==> src/rtl/prt_scaler_pkg.sv <==
// Shared helpers and types for the parametrised scaler kernel.
// Geometry helpers are used by both the top level and the per-pixel MAC.
package prt_scaler_pkg;

  localparam int DEF_TAPS = 4;
  localparam int DEF_CBW  = 8;

  // Coefficient set for one output pixel at the default geometry; the top level
  // re-declares the same shape locally for its own parameter values.
  typedef logic [DEF_TAPS-1:0][DEF_CBW-1:0] coef_set_t;

  function automatic int f_selw(input int lines, input int win);
    return $clog2(lines * win);
  endfunction

  function automatic int f_krnl_lat(input int taps);
    return 3 + $clog2(taps);
  endfunction

  function automatic int f_max1(input int v);
    return (v < 1) ? 1 : v;
  endfunction

endpackage

==> src/rtl/prt_scaler_krnl_n_mac.sv <==
// One output pixel: product register, registered adder tree, then round/saturate.
// The bypass flag and the tap-0 sample ride a delay line matched to the tree depth.
module prt_scaler_krnl_n_mac
  import prt_scaler_pkg::*;
#(
  parameter int P_BPC  = 8,
  parameter int P_TAPS = 4,
  parameter int P_CBW  = 8
) (
  input  logic                          CLK_IN,
  input  logic                          RST_IN,
  input  logic                          bypass,
  input  logic [P_TAPS-1:0][P_BPC-1:0]  tap_dat,
  input  logic [P_TAPS-1:0][P_CBW-1:0]  coef,
  output logic [P_BPC-1:0]              pix_dat
);

  localparam int LEVELS = f_krnl_lat(P_TAPS) - 3;
  localparam int NPAD   = 1 << LEVELS;
  localparam int SW     = P_BPC + P_CBW + LEVELS;
  localparam int NNODE  = 2 * NPAD - 1;

  // Heap layout: leaves hold the products, node n sums children 2n+1 and 2n+2,
  // so every tree level costs exactly one register stage.
  logic [SW-1:0] heap [NNODE];

  logic [LEVELS:0]             byp_d;
  logic [LEVELS:0][P_BPC-1:0]  t0_d;
  logic [SW:0]                 rnd;
  logic                        sat;
  logic [P_BPC-1:0]            rounded;
  logic                        unused_rnd_lsb;

  always_ff @(posedge CLK_IN or posedge RST_IN) begin
    if (RST_IN) begin
      for (int n = 0; n < NNODE; n++) begin
        heap[n] <= '0;
      end
    end else begin
      for (int t = 0; t < P_TAPS; t++) begin
        heap[NPAD-1+t] <= SW'(tap_dat[t]) * SW'(coef[t]);
      end
      for (int t = P_TAPS; t < NPAD; t++) begin
        heap[NPAD-1+t] <= '0;
      end
      for (int n = 0; n < NPAD - 1; n++) begin
        heap[n] <= heap[2*n+1] + heap[2*n+2];
      end
    end
  end

  always_ff @(posedge CLK_IN or posedge RST_IN) begin
    if (RST_IN) begin
      byp_d <= '0;
      t0_d  <= '0;
    end else begin
      byp_d <= {byp_d[LEVELS-1:0], bypass};
      t0_d  <= {t0_d[LEVELS-1:0], tap_dat[0]};
    end
  end

  always_comb begin
    rnd     = {1'b0, heap[0]} + ((SW+1)'(1) << (P_CBW - 1));
    sat     = |rnd[SW:P_BPC+P_CBW];
    rounded = rnd[P_BPC+P_CBW-1:P_CBW];
  end

  assign unused_rnd_lsb = ^rnd[P_CBW-1:0];

  always_ff @(posedge CLK_IN or posedge RST_IN) begin
    if (RST_IN) begin
      pix_dat <= '0;
    end else if (byp_d[LEVELS]) begin
      pix_dat <= t0_d[LEVELS];
    end else if (sat) begin
      pix_dat <= '1;
    end else begin
      pix_dat <= rounded;
    end
  end

endmodule

==> src/rtl/prt_scaler_krnl_n.sv <==
// Multi-pixel scaler kernel: tap mux, double-buffered coefficients with a
// blanking-safe swap, per-pixel MAC pipelines and the matching DE delay line.
module prt_scaler_krnl_n
  import prt_scaler_pkg::*;
#(
  parameter int P_PPC   = 4,
  parameter int P_BPC   = 8,
  parameter int P_TAPS  = 4,
  parameter int P_LINES = 2,
  parameter int P_WIN   = 5,
  parameter int P_CBW   = 8,
  localparam int SELW   = f_selw(P_LINES, P_WIN),
  localparam int ADRW   = f_max1($clog2(P_PPC))
) (
  input  logic                              CLK_IN,
  input  logic                              RST_IN,
  input  logic                              AGNT_DE_IN,
  input  logic                              BYPASS_IN,
  input  logic [P_LINES*P_WIN*P_BPC-1:0]    SLW_DAT_IN,
  input  logic [P_PPC*P_TAPS*SELW-1:0]      MUX_SEL_IN,
  input  logic                              COEF_WR_IN,
  input  logic [ADRW-1:0]                   COEF_ADR_IN,
  input  logic [P_TAPS*P_CBW-1:0]           COEF_DAT_IN,
  input  logic                              COEF_UPD_IN,
  output logic                              COEF_PEND_OUT,
  output logic [P_PPC*P_BPC-1:0]            VID_DAT_OUT,
  output logic                              VID_DE_OUT
);

  localparam int NSMP = P_LINES * P_WIN;
  localparam int LAT  = f_krnl_lat(P_TAPS);

  logic [NSMP-1:0][P_BPC-1:0]               win;
  logic [P_PPC-1:0][P_TAPS-1:0][SELW-1:0]   sel;
  logic [P_PPC-1:0][P_TAPS-1:0][P_BPC-1:0]  mux_tap;
  logic [P_PPC-1:0][P_TAPS-1:0][P_BPC-1:0]  s0_tap;
  logic                                     s0_byp;

  logic [P_PPC-1:0][P_TAPS-1:0][P_CBW-1:0]  coef_shd;
  logic [P_PPC-1:0][P_TAPS-1:0][P_CBW-1:0]  coef_act;
  logic                                     coef_pend;
  logic                                     swap_go;

  logic [LAT-1:0]                           de_sr;
  logic [P_BPC-1:0]                         pix [P_PPC];

  assign win = SLW_DAT_IN;
  assign sel = MUX_SEL_IN;

  // Selects beyond the window contribute a zero sample.
  always_comb begin
    mux_tap = '0;
    for (int p = 0; p < P_PPC; p++) begin
      for (int t = 0; t < P_TAPS; t++) begin
        if (32'(sel[p][t]) < NSMP) begin
          mux_tap[p][t] = win[sel[p][t]];
        end
      end
    end
  end

  always_ff @(posedge CLK_IN or posedge RST_IN) begin
    if (RST_IN) begin
      s0_tap <= '0;
      s0_byp <= 1'b0;
    end else begin
      s0_tap <= mux_tap;
      s0_byp <= BYPASS_IN;
    end
  end

  // The swap waits for blanking so a line never mixes coefficient sets; it
  // copies the shadow as it stood before any write landing in the same cycle.
  assign swap_go = (coef_pend | COEF_UPD_IN) & ~AGNT_DE_IN;

  always_ff @(posedge CLK_IN or posedge RST_IN) begin
    if (RST_IN) begin
      coef_shd  <= '0;
      coef_act  <= '0;
      coef_pend <= 1'b0;
    end else begin
      if (swap_go) begin
        coef_act <= coef_shd;
      end
      if (COEF_WR_IN && (32'(COEF_ADR_IN) < P_PPC)) begin
        coef_shd[COEF_ADR_IN] <= COEF_DAT_IN;
      end
      coef_pend <= (coef_pend | COEF_UPD_IN) & AGNT_DE_IN;
    end
  end

  always_ff @(posedge CLK_IN or posedge RST_IN) begin
    if (RST_IN) begin
      de_sr <= '0;
    end else begin
      de_sr <= {de_sr[LAT-2:0], AGNT_DE_IN};
    end
  end

  assign VID_DE_OUT    = de_sr[LAT-1];
  assign COEF_PEND_OUT = coef_pend;

  for (genvar p = 0; p < P_PPC; p++) begin : g_pix
    prt_scaler_krnl_n_mac #(
      .P_BPC  (P_BPC),
      .P_TAPS (P_TAPS),
      .P_CBW  (P_CBW)
    ) u_mac (
      .CLK_IN  (CLK_IN),
      .RST_IN  (RST_IN),
      .bypass  (s0_byp),
      .tap_dat (s0_tap[p]),
      .coef    (coef_act[p]),
      .pix_dat (pix[p])
    );
  end

  always_comb begin
    VID_DAT_OUT = '0;
    for (int p = 0; p < P_PPC; p++) begin
      VID_DAT_OUT[p*P_BPC +: P_BPC] = pix[p];
    end
  end

endmodule

==> config.mk <==
export PLATFORM = sky130hd
export DESIGN_NAME = prt_scaler_krnl_n
export DESIGN_NICKNAME = d
export VERILOG_FILES = /design/src/rtl/prt_scaler_pkg.sv /design/src/rtl/prt_scaler_krnl_n_mac.sv /design/src/rtl/prt_scaler_krnl_n.sv
export SDC_FILE = /design/constraint.sdc
export NUM_CORES = 2
export LEC_CHECK = 0
export CAP_MARGIN = 10
export CORE_ASPECT_RATIO = 1.5
export CORE_MARGIN = 5
export CORE_UTILIZATION = 60
export CTS_BUF_LIST = sky130_fd_sc_hd__clkbuf_8
export DETAILED_ROUTE_END_ITERATION = 8
export MAX_ROUTING_LAYER = met4
export PLACE_DENSITY_LB_ADDON = 0.12
export SKIP_LAST_GASP = 1
export SLEW_MARGIN = 10
export SYNTH_ARGS = -nofsm -noshare
export SYNTH_HDL_FRONTEND = slang
export SYNTH_SLANG_ARGS = --single-unit
==> constraint.sdc <==
create_clock -name CLK_IN -period 47.4 [get_ports CLK_IN]
set_input_delay 9.48 -clock CLK_IN [delete_from_list [all_inputs] [get_ports CLK_IN]]
set_output_delay 9.48 -clock CLK_IN [all_outputs]
set_load 0.1 [all_outputs]
# [Word-level counts from Yosys, hierarchy flattened]
# Index checks and enable logic that the tools add are counted.
# Widths: inputs -> output; s select.
[totals] regBits=1003 wordCells=233
[classes] reduce_logical=5 n_mux=59 n_mul=16 addsub=16 n_bitwise=4 n_lt_le_gt_ge=34
[ops] operator="$bmux 8 s4" n=16
[ops] operator="$mux 8" n=40
[ops] operator="$mul 8x8->16" n=16
[ops] operator="$add 16x16->17" n=8
[ops] operator="$bwmux 128" n=1
[ops] operator="$lt 4x5->1 const B" n=16
[ops] operator="$add 18x8->19 const B" n=4
[ops] operator="$add 18x18->18" n=4
[ops] operator="$demux 32 s2" n=1
[ops] operator="$lt 4x4->1 const B" n=16
[ops] operator="$mux 32" n=1
[ops] operator="$reduce_or 3->1" n=4
[ops] operator="$lt 2x3->1 const B" n=1
[ops] operator="$and 1x1->1" n=2
[ops] operator="$ge 2x1->1 const B" n=1
[ops] operator="$logic_and 1x1->1" n=1
[ops] operator="$not 1->1" n=1
[ops] operator="$or 1x1->1" n=1

# [Depth between registers and ports, before layout]
[depth] word_depth=5 ltp_mapped=16 ltp_nobuf=16

# [By module]
# Synthesis repeated with hierarchy kept, for this count alone.
[hier_totals] hier_cells=7760 hier_area_um2=81598.3
[by_module_without_submodules] module="prt_scaler_krnl_n" area_per_inst_um2=24176.9 seq_area_each_um2=9784.4 cells_per_inst=1918 n_inst=1
[by_module_without_submodules] module="prt_scaler_krnl_n_mac (g_pix[3].u_mac)" area_per_inst_um2=14532.7 seq_area_each_um2=3603.5 cells_per_inst=1490 n_inst=1
[by_module_without_submodules] module="prt_scaler_krnl_n_mac (g_pix[0].u_mac)" area_per_inst_um2=14462.6 seq_area_each_um2=3603.5 cells_per_inst=1474 n_inst=1
[by_module_without_submodules] module="prt_scaler_krnl_n_mac (g_pix[2].u_mac)" area_per_inst_um2=14370.0 seq_area_each_um2=3603.5 cells_per_inst=1468 n_inst=1
[by_module_without_submodules] module="prt_scaler_krnl_n_mac (g_pix[1].u_mac)" area_per_inst_um2=14056.0 seq_area_each_um2=3603.5 cells_per_inst=1410 n_inst=1

# [Worst setup path after synthesis]
# No wires, ideal clock.
[synth_path] path_kind="input-to-reg" from="input port MUX_SEL_IN[56]" to="register s0_tap[116] (netlist name)" setup_time_ns=0.137 n_path_buf=2 path_stages=5 t_arrival_ns=10.956 path_slack_ns=36.307 required_time_ns=47.263 path_cell_list="clkbuf_1 > buf_2 > mux4_2 > a221oi_1 > a21oi_1"
[synth_lines] element="start, declared" line_no="prt_scaler_krnl_n.sv:20" source="input logic [P_PPC*P_TAPS*SELW-1:0] MUX_SEL_IN,"
[synth_lines] element="end signal, assigned" line_no="prt_scaler_krnl_n.sv:67" source="s0_tap <= mux_tap;"
[synth_lines] element="end, declared" line_no="prt_scaler_krnl_n.sv:36" source="logic [P_PPC-1:0][P_TAPS-1:0][P_BPC-1:0] s0_tap;"

==> results.toml <==
[place]
place_ws_ns = 34.20
place.port_buffers = 217
gp_congestion = 1.01
hpwl_um = 164000

[cts]
cts.clk_slew.worst_paths_ns = 0.07
cts-root-buf = "clkbuf_8"
cts_made_buffers = 153
cts_setup_buffers = 0
hold_buffers = 0
clock-sinks = 958
cts_tree = "yes"
ctsResizeCount = 0
insertion_delay_ns = 0.92
clock_tree.buffer_depth = 3
ctsHtreeMaxLevel = 4

[sta]
min_period_ns = 12.15
layout_setup_ws_ns = 35.25
final_max_slew_viol_count = 7
fin_skew_ns = 0.0649
finalSetupViolations = 0
final-hold-violation-count = 0
rsz0062_at_grt = "false"
period_share_pct = 25.6
slew_headroom_pct = -3.19
whs_ns = 0.330
finalSetupTns_ns = 0
max_freq_ghz = 0.0823
tightest_slew_ns = 1.54

[layout]
drive_gt1_share_pct = 12.6
syn_to_final_growth_pct = 9.13
fill_cells = 10500
final_core_util_pct = 65.8
finish.net_count = 9054

[drt]
drc = 0
wl_per_cell_um = 23.6
route.vias.total = 57300
drtIter0Drc = 4725
routed_wl_um = 223000
drtAntennaViolNets = 0
firstDrtPassIters = 8
post_drt_via_cell_ratio = 6.07

[outcome]
failed_checks = "max-capacitance violations, max-slew violations"
status = "complete, but fails checks"

[synthesis]
synth_top_cells_by_count = "958 x dfrtp_1, 911 x inv_1, 827 x and2_1"
synthFlopType = "dfrtp_1"
synth_area_sq_mm = 0.0793
syn_area_per_cell_sq_um = 10.8
ys_warn_count = 0
yosys.cell_count.top_type = "dfrtp_1"
synth_area_leaders = "dfrtp_1 30%, fa_1 15%, ha_1 12%, mux4_2 7.0%, and2_1 6.5%"
yosysUniqueCellTypes = 85
syn_inst = 7339
synth_top_area_share_pct = 30.2
yosysSeqAreaShare_pct = 30.2
synth_edf_count = 0
async_reset_ff_share_pct = 100
synth_top_area_cell = "dfrtp_1"
syn-num-nets = 8879
ys_ff_latch = 958

[worst_hold_path]
holdPathEnd = "g_pix[0].u_mac.t0_d[19]"
min_path_cells = 0
hold_class = "reg2reg"
hold_start = "g_pix[0].u_mac.t0_d[11]"

[global_route]
grt_pass1_vias = 59400
use_met2_pct = 52.6
use_met1_pct = 40.1
track_usage_pct = 33.4
grt_pass1_wl_um = 345000
grt_max_degree = 189
antenna_found_initial = 51
busiest_layer = "met2"
grt-ovfl-total = 0
use_met3_pct = 8.00

[setup_path]
start_kind = "input port"
rr_startpoint = "s0_tap[27]"
cp.arrival_ns = 13.08
r2r-end = "g_pix[0].u_mac.heap[9]"
path_class = "in2async"
cp-end-kind = "asynchronous set/reset pin"
crit_fanout = 118
critPathRequiredTime_ns = 48.32
reg2regPathDepth = 13
r2r_slack_ns = 42.37

[die]
die_area_sq_mm = 0.140
fp.coreArea_sq_mm = 0.132
initial_core_util_pct = 60.3
die_h_um = 455
die_w_um = 307
num_rows = 163
boundaryPins = 218

[power_and_ir_drop]
p_total_uw = 6040
ir_worst_vdd_v = 0.000104
power_leakage_uw = 0.0412
p_per_area_mw_per_mm2 = 69.7

[run]
cap_violations = 1
## layout make-up
type	instances	area [sq um]	share of cell area, %
Sequential cell	958	24000	27.7
Timing Repair Buffer	257	2470	2.86
Antenna cell	83	208	0.240
Tap cell	1732	2170	2.50
Clock inverter	88	691	0.798
Inverter	922	3470	4.01
Multi-Input combinational cell	5222	51000	58.9
Clock buffer	190	2620	3.02
## cell families after synthesis
logic type,after synthesis,synth area share (%)
buffers and inverters,1159,5.55
AND/OR/NAND/NOR,1912,12.9
AO/OA/AOI/OAI,979,8.09
adder cells (fa/ha/maj),1356,26.9
multiplexers,662,12.9
XOR/XNOR,313,3.46
flip-flops,958,30.2
## worst max-delay path, cell delays in order
cell	delay, ns
clkdlybuf4s50_1	0.49
inv_8	0.59
buf_4	0.73
buf_4	0.86
buf_4	0.77
## flip-flops by register name, indices dropped and copies added, names as in the netlist
signal	count
de_sr	5
s0_byp	1
coef_shd	128
g_pix.u_mac.pix_dat	32
g_pix.u_mac.t0_d	96
g_pix.u_mac.heap	436
g_pix.u_mac.byp_d	3
s0_tap	128
COEF_PEND_OUT	1
coef_act	128
## layout by cell type, fill, tap and decap left out, types with 112 or more instances in the layout
cell and instances:
mux2_2 391, clkbuf_8 190, xnor2_1 265, fa_1 584
nand2_1 447, clkdlybuf4s50_1 215, dfrtp_1 958, mux4_2 248
nor2_1 239, ha_1 772, a21oi_1 356, a221oi_1 125
o21ai_0 112, and2_1 827, inv_1 946
## report_power, final
part / internal, uW / switching, uW / total [uW]
logic: 1700 / 2230 / 3920
clock network: 410 / 346 / 756
registers: 1130 / 228 / 1360
## per-stage QoR
step	cells	area, sq um
3_3_place_gp	9091	83100
3_5_place_dp	9091	83100
6_report	9452	86600
5_1_grt	9435	86500
2_1_floorplan	7339	79300
4_1_cts	9369	86400
## worst max path at each step
stage	from	endpoint	slack, ns	cells past startpoint
finish	RST_IN	coef_shd[27]	35.25	5
floorplan	RST_IN	COEF_PEND_OUT	10.97	1
CTS	RST_IN	s0_tap[113]	35.17	5
detailed placement	RST_IN	coef_act[10]	34.20	5
global route	RST_IN	g_pix[1].u_mac.heap[101]	34.68	5
global placement	RST_IN	coef_act[9]	34.27	5
## metal layers
metal / vias to the layer above / part of all wire (%)
li1: 25300 / -
met4: 0 / 6.3
met1: 28900 / 38
met5: - / 0
met2: 2387 / 47
met3: 718 / 8.3
No activity file was read; power rests on OpenSTA's default activity.
